## src/rtl/smm_pkg.sv

```systemverilog
// Shared types and helpers for the windowed min/max tracker.
package smm_pkg;

  // Window controller states.
  typedef enum logic [1:0] {
    IDLE  = 2'd0,  // waiting for the first sample of a window
    ACCUM = 2'd1,  // collecting the remaining samples
    HOLD  = 2'd2   // result presented, waiting for the consumer
  } state_t;

  // Number of bits needed to hold the value 'value' (equivalent to $clog2(value+1)).
  function automatic int cnt_width(input int value);
    int w;
    w = 1;
    while ((64'd1 << w) <= 64'(value)) w++;
    return w;
  endfunction

endpackage

```

## src/rtl/n_bit_comp.sv

```systemverilog
// Unsigned N-bit magnitude comparator: flags a > b, a < b and a == b.
module n_bit_comp #(
  parameter int N = 32
) (
  input  logic [N-1:0] a,
  input  logic [N-1:0] b,
  output logic         gt,
  output logic         lt,
  output logic         eq
);

  // Pure combinational compare of the two unsigned operands.
  always_comb begin
    gt = (a > b);
    lt = (a < b);
    eq = (a == b);
  end

endmodule

```

## src/rtl/stream_min_max.sv

```systemverilog
// Windowed min/max tracker: collects WIN samples, then presents the window's
// minimum, maximum and the number of samples equal to that maximum.
module stream_min_max
  import smm_pkg::*;
#(
  parameter  int N     = 32,
  parameter  int WIN   = 8,
  localparam int CNT_W = cnt_width(WIN)
) (
  input  logic             clk,
  input  logic             rst_n,
  input  logic             in_valid,
  output logic             in_ready,
  input  logic [N-1:0]     in_data,
  input  logic             clear,
  output logic             out_valid,
  input  logic             out_ready,
  output logic [N-1:0]     out_min,
  output logic [N-1:0]     out_max,
  output logic [CNT_W-1:0] out_max_cnt
);

  // The window is complete on the accept that is made while WIN-1 samples are held.
  localparam logic [CNT_W-1:0] LAST_CNT = CNT_W'(WIN - 1);

  state_t           state_q, state_d;
  logic [N-1:0]     min_q, max_q;
  logic [CNT_W-1:0] max_cnt_q;
  logic [CNT_W-1:0] sample_cnt_q;

  logic accept;
  logic last_sample;
  logic min_gt, min_lt, min_eq;
  logic max_gt, max_lt, max_eq;
  logic cmp_unused;

  // Handshake and window-position decodes; ready/valid come from the state register only.
  always_comb begin
    in_ready    = (state_q != HOLD);
    out_valid   = (state_q == HOLD);
    accept      = in_valid && in_ready;
    last_sample = (sample_cnt_q == LAST_CNT);
  end

  // New sample against the registered running minimum (only LT is needed).
  n_bit_comp #(.N(N)) u_min_comp (
    .a  (in_data),
    .b  (min_q),
    .gt (min_gt),
    .lt (min_lt),
    .eq (min_eq)
  );

  // New sample against the registered running maximum (GT replaces, EQ counts a tie).
  n_bit_comp #(.N(N)) u_max_comp (
    .a  (in_data),
    .b  (max_q),
    .gt (max_gt),
    .lt (max_lt),
    .eq (max_eq)
  );

  assign cmp_unused = &{1'b0, min_gt, min_eq, max_lt};

  // State register.
  always_ff @(posedge clk or negedge rst_n) begin
    if (!rst_n) begin
      state_q <= IDLE;
    end else begin
      state_q <= state_d;
    end
  end

  // Next-state logic; clear overrides every transition.
  always_comb begin
    // NOTE: state_d gets a default before the case so no path leaves it unassigned (no latch).
    state_d = state_q;
    unique case (state_q)
      IDLE:    if (accept) state_d = ACCUM;
      ACCUM:   if (accept && last_sample) state_d = HOLD;
      HOLD:    if (out_ready) state_d = IDLE;
      default: state_d = IDLE;
    endcase
    if (clear) state_d = IDLE;
  end

  // Running min/max, tie counter and sample counter.
  always_ff @(posedge clk or negedge rst_n) begin
    if (!rst_n) begin
      // NOTE: the data registers are reset too, so outputs read 0 straight out of reset.
      min_q        <= '0;
      max_q        <= '0;
      max_cnt_q    <= '0;
      sample_cnt_q <= '0;
    end else if (clear) begin
      // A sample offered alongside clear is dropped; data registers may keep stale values.
      sample_cnt_q <= '0;
    end else if (accept) begin
      // NOTE: non-blocking assignments here so every compare uses the pre-edge running values.
      sample_cnt_q <= sample_cnt_q + CNT_W'(1);
      if (state_q == IDLE) begin
        min_q     <= in_data;
        max_q     <= in_data;
        max_cnt_q <= CNT_W'(1);
      end else begin
        if (min_lt) min_q <= in_data;
        if (max_gt) begin
          max_q     <= in_data;
          max_cnt_q <= CNT_W'(1);
        end else if (max_eq) begin
          max_cnt_q <= max_cnt_q + CNT_W'(1);
        end
      end
    end else if ((state_q == HOLD) && out_ready) begin
      sample_cnt_q <= '0;
    end
  end

  // Outside HOLD these expose the running registers; consumers qualify with out_valid.
  always_comb begin
    out_min     = min_q;
    out_max     = max_q;
    out_max_cnt = max_cnt_q;
  end

endmodule
```

## config.mk

```make
export PLATFORM = sky130hd
export DESIGN_NAME = stream_min_max
export DESIGN_NICKNAME = d
export VERILOG_FILES = /design/src/rtl/smm_pkg.sv /design/src/rtl/n_bit_comp.sv /design/src/rtl/stream_min_max.sv
export SDC_FILE = /design/constraint.sdc
export NUM_CORES = 1
export LEC_CHECK = 0
export ABC_CLOCK_PERIOD_IN_PS = 6000
export BUFFER_PORTS_ARGS = -buffer_cell sky130_fd_sc_hd__clkbuf_2
export CAP_MARGIN = 20
export CORE_ASPECT_RATIO = 1.25
export CORE_MARGIN = 2
export CORE_UTILIZATION = 59
export CTS_CLUSTER_DIAMETER = 40
export DETAILED_ROUTE_END_ITERATION = 8
export PLACE_DENSITY = 0.91
export SYNTH_ARGS = -nofsm -noshare
export SYNTH_HDL_FRONTEND = slang
export SYNTH_SLANG_ARGS = --single-unit
```

## constraint.sdc

```tcl
create_clock -name clk -period 6 [get_ports clk]
set_input_delay 1.2 -clock clk [delete_from_list [all_inputs] [get_ports clk]]
set_output_delay 1.2 -clock clk [all_outputs]
set_load 0.03 [all_outputs]
```

# --- Word level (Yosys, flattened, before mapping) ---
# Index checks and enable logic that the tools add are counted.
# Widths: inputs -> output; s select.
classes:
  add_sub_neg: 2
  n_lt_le_gt_ge: 2
  eq_ne: 8
  n_mux: 15
  bitwise: 1
  n_reduce_logical: 12
ops:
  columns: ["operator", "count"]
  rows:
  - ["$mux 32", 4]
  - ["$eq 32x32->1", 1]
  - ["$gt 32x32->1", 1]
  - ["$lt 32x32->1", 1]
  - ["$mux 4", 6]
  - ["$reduce_and 3->1", 4]
  - ["$add 4x1->4 const B", 2]
  - ["$mux 2", 4]
  - ["$ne 3x3->1 const B", 2]
  - ["$pmux 2 s3", 1]
  - ["$reduce_bool 3->1", 2]
  - ["$eq 4x3->1 const B", 1]
  - ["$reduce_bool 2->1", 2]
  - ["$logic_and 1x1->1", 3]
  - ["$ne 3x2->1 const B", 1]
  - ["$eq 2x1->1 const B", 1]
  - ["$eq 2x2->1 const B", 1]
  - ["$logic_not 2->1", 1]
  - ["$ne 2x2->1 const B", 1]
  - ["$not 1->1", 1]
word_totals:
  reg_bits: 74
  in_bits: 37
  out_inout_bits: 70
  elab_cells: 45

# --- Logic depth before layout (Yosys ltp) ---
logic_depth:
  word_depth: 6
  depth_mapped: 9
  ltp_nobuf: 8

# --- By module ---
# From an unflattened synthesis, not the netlist that was laid out.
unflattened:
  cells_unflattened: 427
  area_unflattened_um2: 4699.5
modules_own_cells:
  columns: ["mod", "n_inst", "cells_each", "area_each_um2", "seq_area_each_um2"]
  rows:
  - ["stream_min_max", 1, 199, 2997.9, 1851.8]
  - ["n_bit_comp", 2, 114, 850.8, 0.0]

# --- Least setup slack after synthesis ---
# Ideal clock, no wire load.
synth_path:
  path_kind: "input to register"
  startpoint: "input port in_data[23]"
  endpoint: "register max_q[10] (netlist: out_max[10])"
  setup_ns: 0.125
  t_arrival_ns: 3.082
  t_required_ns: 5.875
  slack_ns: 2.793
  path_stages: 8
  n_path_buf: 1
  path_cell_list: "ha_1 -> a21oi_1 -> o21ai_1 -> a2111oi_2 -> o211ai_1 -> a32oi_4 -> buf_6 -> mux2_4"
synth_between:
  elab_chain_len: 3
synth_rtl:
  columns: ["item", "line_no", "rtl"]
  rows:
  - ["start: declaration", "stream_min_max.sv:14", "input logic [N-1:0] in_data,"]
  - ["$gt 32x32->1", "n_bit_comp.sv:14", "gt = (a > b);"]
  - ["$reduce_bool 2->1 (no source line)", null, null]
  - ["$reduce_and 3->1 (no source line)", null, null]
  - ["end signal: assignment", "stream_min_max.sv:103", "max_q <= in_data;"]
  - ["end signal: assignment", "stream_min_max.sv:108", "max_q <= in_data;"]
  - ["end: declaration", "stream_min_max.sv:27", "logic [N-1:0] min_q, max_q;"]
# Every way passes these cells.
# A chain may end at the register's enable or synchronous reset.

# --- Worst setup path in the final report ---
layout_path:
  startpoint: "input port in_data[23]"
  endpoint: "register max_q[31] (netlist: out_max[31])"
# The elaborated chain is that of the path after synthesis.

==> metrics <==
Initial DRT Pass Iterations 4; total CTS buffers 9; commonest non-fill, non-tap cells in the layout clkbuf_2, dfrtp_1, inv_1; Max Clock Freq 257 MHz; die area 8650 um2; register share of total power 35.0%; Max-cap violations 0; CTS resizes 0; Worst path slowest cell a32oi_4; final non-filler cell total 632; cts hold-fix bufs 0; sw frac 43.5%; first-pass GRT wire length 16.7 mm; Worst Hold Class reg -> reg; top cell type's share of synthesized area 39.7%; diode count 0; max layer used met4; post-route ant nets 0; GR Overflow Total 0; post-synthesis cell count 418; Root Buffer clkbuf_8; P&R area growth vs syn 16.9%; Yosys warning total 0; GP Congestion 0.822; area of the core 7750 um2; clock latency on the worst-skew pair 0.36 ns; crit-path leading delay family compound AO/OA/AOI/OAI gates; r2r setup slk 2.65 ns; post-DR vias/cell 5.56; asr flop ratio synth 100%; placed instance count 616; I/O pin cnt 107; metal3 WL 470 um; Synth Cell Area 4670 um2; Synth Area per Inst 11.2 um2; # setup viols final 0; sequential element share of the synthesized area 39.7%; Pleak 0.00293 uW; DP Worst Slack 1.74 ns; Total Routing Usage GR 24.4%; Tmin final 3.90 ns; CTS tree yes; RSZ-0062 raised after global routing false; Max stage delay on crit path 0.82 ns; critical path arrival 4.14 ns; critical path cell sequence clkbuf_2, ha_1, a21oi_1, o21ai_1, a2111oi_2, o211ai_1, a32oi_4, buf_4, mux2_2; hpwl dp 7.98 mm; Post-Route WL 10.2 mm; setup slack after layout 2.10 ns; Post-synth EDFFs 0; Starting Density 60.3%; Sum Neg Setup Slack 0 ns; DR WL met2 5.45 mm; Yosys reg bits 74; CP Data Required Time 6.24 ns; pin count of the biggest net entering global routing 75; startpoint types input pin; Internal Power 1220 uW; CP Max Fanout 17; peak supply drop 0.246 mV; Die Height 103 um; vias in the first global route 3669; initial antenna violation count 0; top post-synthesis cells by area dfrtp_1, ha_1, mux2_4; layout cell share with drive strength beyond 1 36.5%; Clock Skews 0.00737 ns; row count 36; combinational share of power 48.2%; Hold Vio Cnt, Final 0; Mapped Nets 520; distinct cell type count after synthesis 41; vias 3515; CP endpoint kind register; H-tree lvl count 3; DRC Markers 0; dominant synthesized flop cell dfrtp_1; WL per Instance 16.1 um; power per cell area 397 nW/um2; fin nets 634; DRT iter0 DRCs 136; worst rel slew slack 38.4%; Die Wd 83.6 um; Pins Over Slew Limit 0; port bufs 106; postcts setup bufs 0; P_sw 941 uW; M1 WL 4.07 mm; clock slew at reported path FFs 0.07 ns; deepest clock path buffer count 2; Tightest Pin Transition 0.924 ns; clock sinks 74; critical path buffer and inverter count 2; most common cell after layout, fill and taps aside clkbuf_2; Crit Path Category in -> reg; crit share post-route 64.9%; Synth area leader dfrtp_1; status finished, final reports clean; Clk pwr share 16.8%
-- path summary, 6_finish.rpt --
kind | start | endpoint | cells past startpoint
max in group asynchronous | rst_n | out_min[9] | 2
setup / recovery | in_data[23] | out_max[31] | 9
hold reg to reg | sample_cnt_q[2] | sample_cnt_q[2] | 1
setup reg to reg | out_max[23] | out_max[31] | 9
min in group asynchronous | rst_n | out_max[24] | 2
hold / removal | sample_cnt_q[2] | sample_cnt_q[2] | 1
-- worst reg2reg max path, stage by stage (launching register included) --
cell and delay, ns:
dfrtp_1 0.39, inv_1 0.06, ha_1 0.30, a21oi_1 0.16, o21ai_1 0.11, a2111oi_2 0.36, o211ai_1 0.23, a32oi_4 0.82
buf_4 0.44, mux2_2 0.38
-- Yosys cell counts (2+ instances only) --
| cell type | count |
|---|---|
| mux2_2 | 31 |
| nand3_1 | 5 |
| o21ai_0 | 17 |
| nor3_1 | 4 |
| a221oi_1 | 2 |
| nor2_1 | 14 |
| mux2_4 | 30 |
| buf_6 | 6 |
| nand2_1 | 27 |
| a22o_1 | 2 |
| a2111oi_2 | 2 |
| nor4_1 | 4 |
| a2111oi_0 | 2 |
| nand4_1 | 10 |
| mux2_1 | 4 |
| a211oi_1 | 2 |
| nand4_2 | 2 |
| nor2b_1 | 2 |
| o2bb2ai_1 | 2 |
| a21oi_1 | 26 |
| o211ai_1 | 2 |
| ha_1 | 65 |
| inv_1 | 66 |
| dfrtp_1 | 74 |
-- routing by layer --
layer  track usage (%)  up-vias
li1                  -     1706
met5                 0        -
met4              9.93        0
met1              28.1     1703
met3              4.37       15
met2              45.5       91
-- sequential cells by signal, indices dropped and copies added (netlist names) --
name / cells
out_max: 32
out_max_cnt: 4
out_min: 32
sample_cnt_q: 4
state_q: 2
-- through the flow --
step	total power (uW)	instance area [um2]	hold WS (ns)	util (%)
2_1_floorplan	1500	4670	0.464	-
3_3_place_gp	1760	5270	0.491	68.1
3_5_place_dp	1810	5270	0.495	68.1
4_1_cts	2180	5460	0.507	70.4
5_1_grt	2310	5460	0.545	70.4
6_report	2160	5460	0.514	70.4
-- area by class of cell --
class / count / area (um2)
clock buffers: 14 / 173
clock inverters: 2 / 10.0
fillers: 568 / 2290
inverters: 66 / 248
multi-input cells: 272 / 2500
flip-flops and latches: 74 / 1850
well taps: 95 / 119
repair buffers: 109 / 553
-- cells by family after synthesis --
| logic type | Yosys count | synth area share (%) |
|---|---|---|
| muxes | 65 | 18.1 |
| adders and majority gates | 65 | 17.4 |
| xor gates and xnor gates | 1 | 0.188 |
| and+or+nand+nor | 74 | 8.31 |
| DFF | 74 | 39.7 |
| AOI/OAI and AO/OA | 67 | 9.59 |
| buffers and inverters | 72 | 6.75 |
-- power by group through the flow --
stage,clock network (uW),registers (uW),logic (uW)
2_1_floorplan,0,1020,482
3_3_place_gp,0,754,1010
3_5_place_dp,0,766,1050
4_1_cts,371,757,1060
5_1_grt,391,776,1140
6_report,364,757,1040
Power figures use the tool's default switching activity.
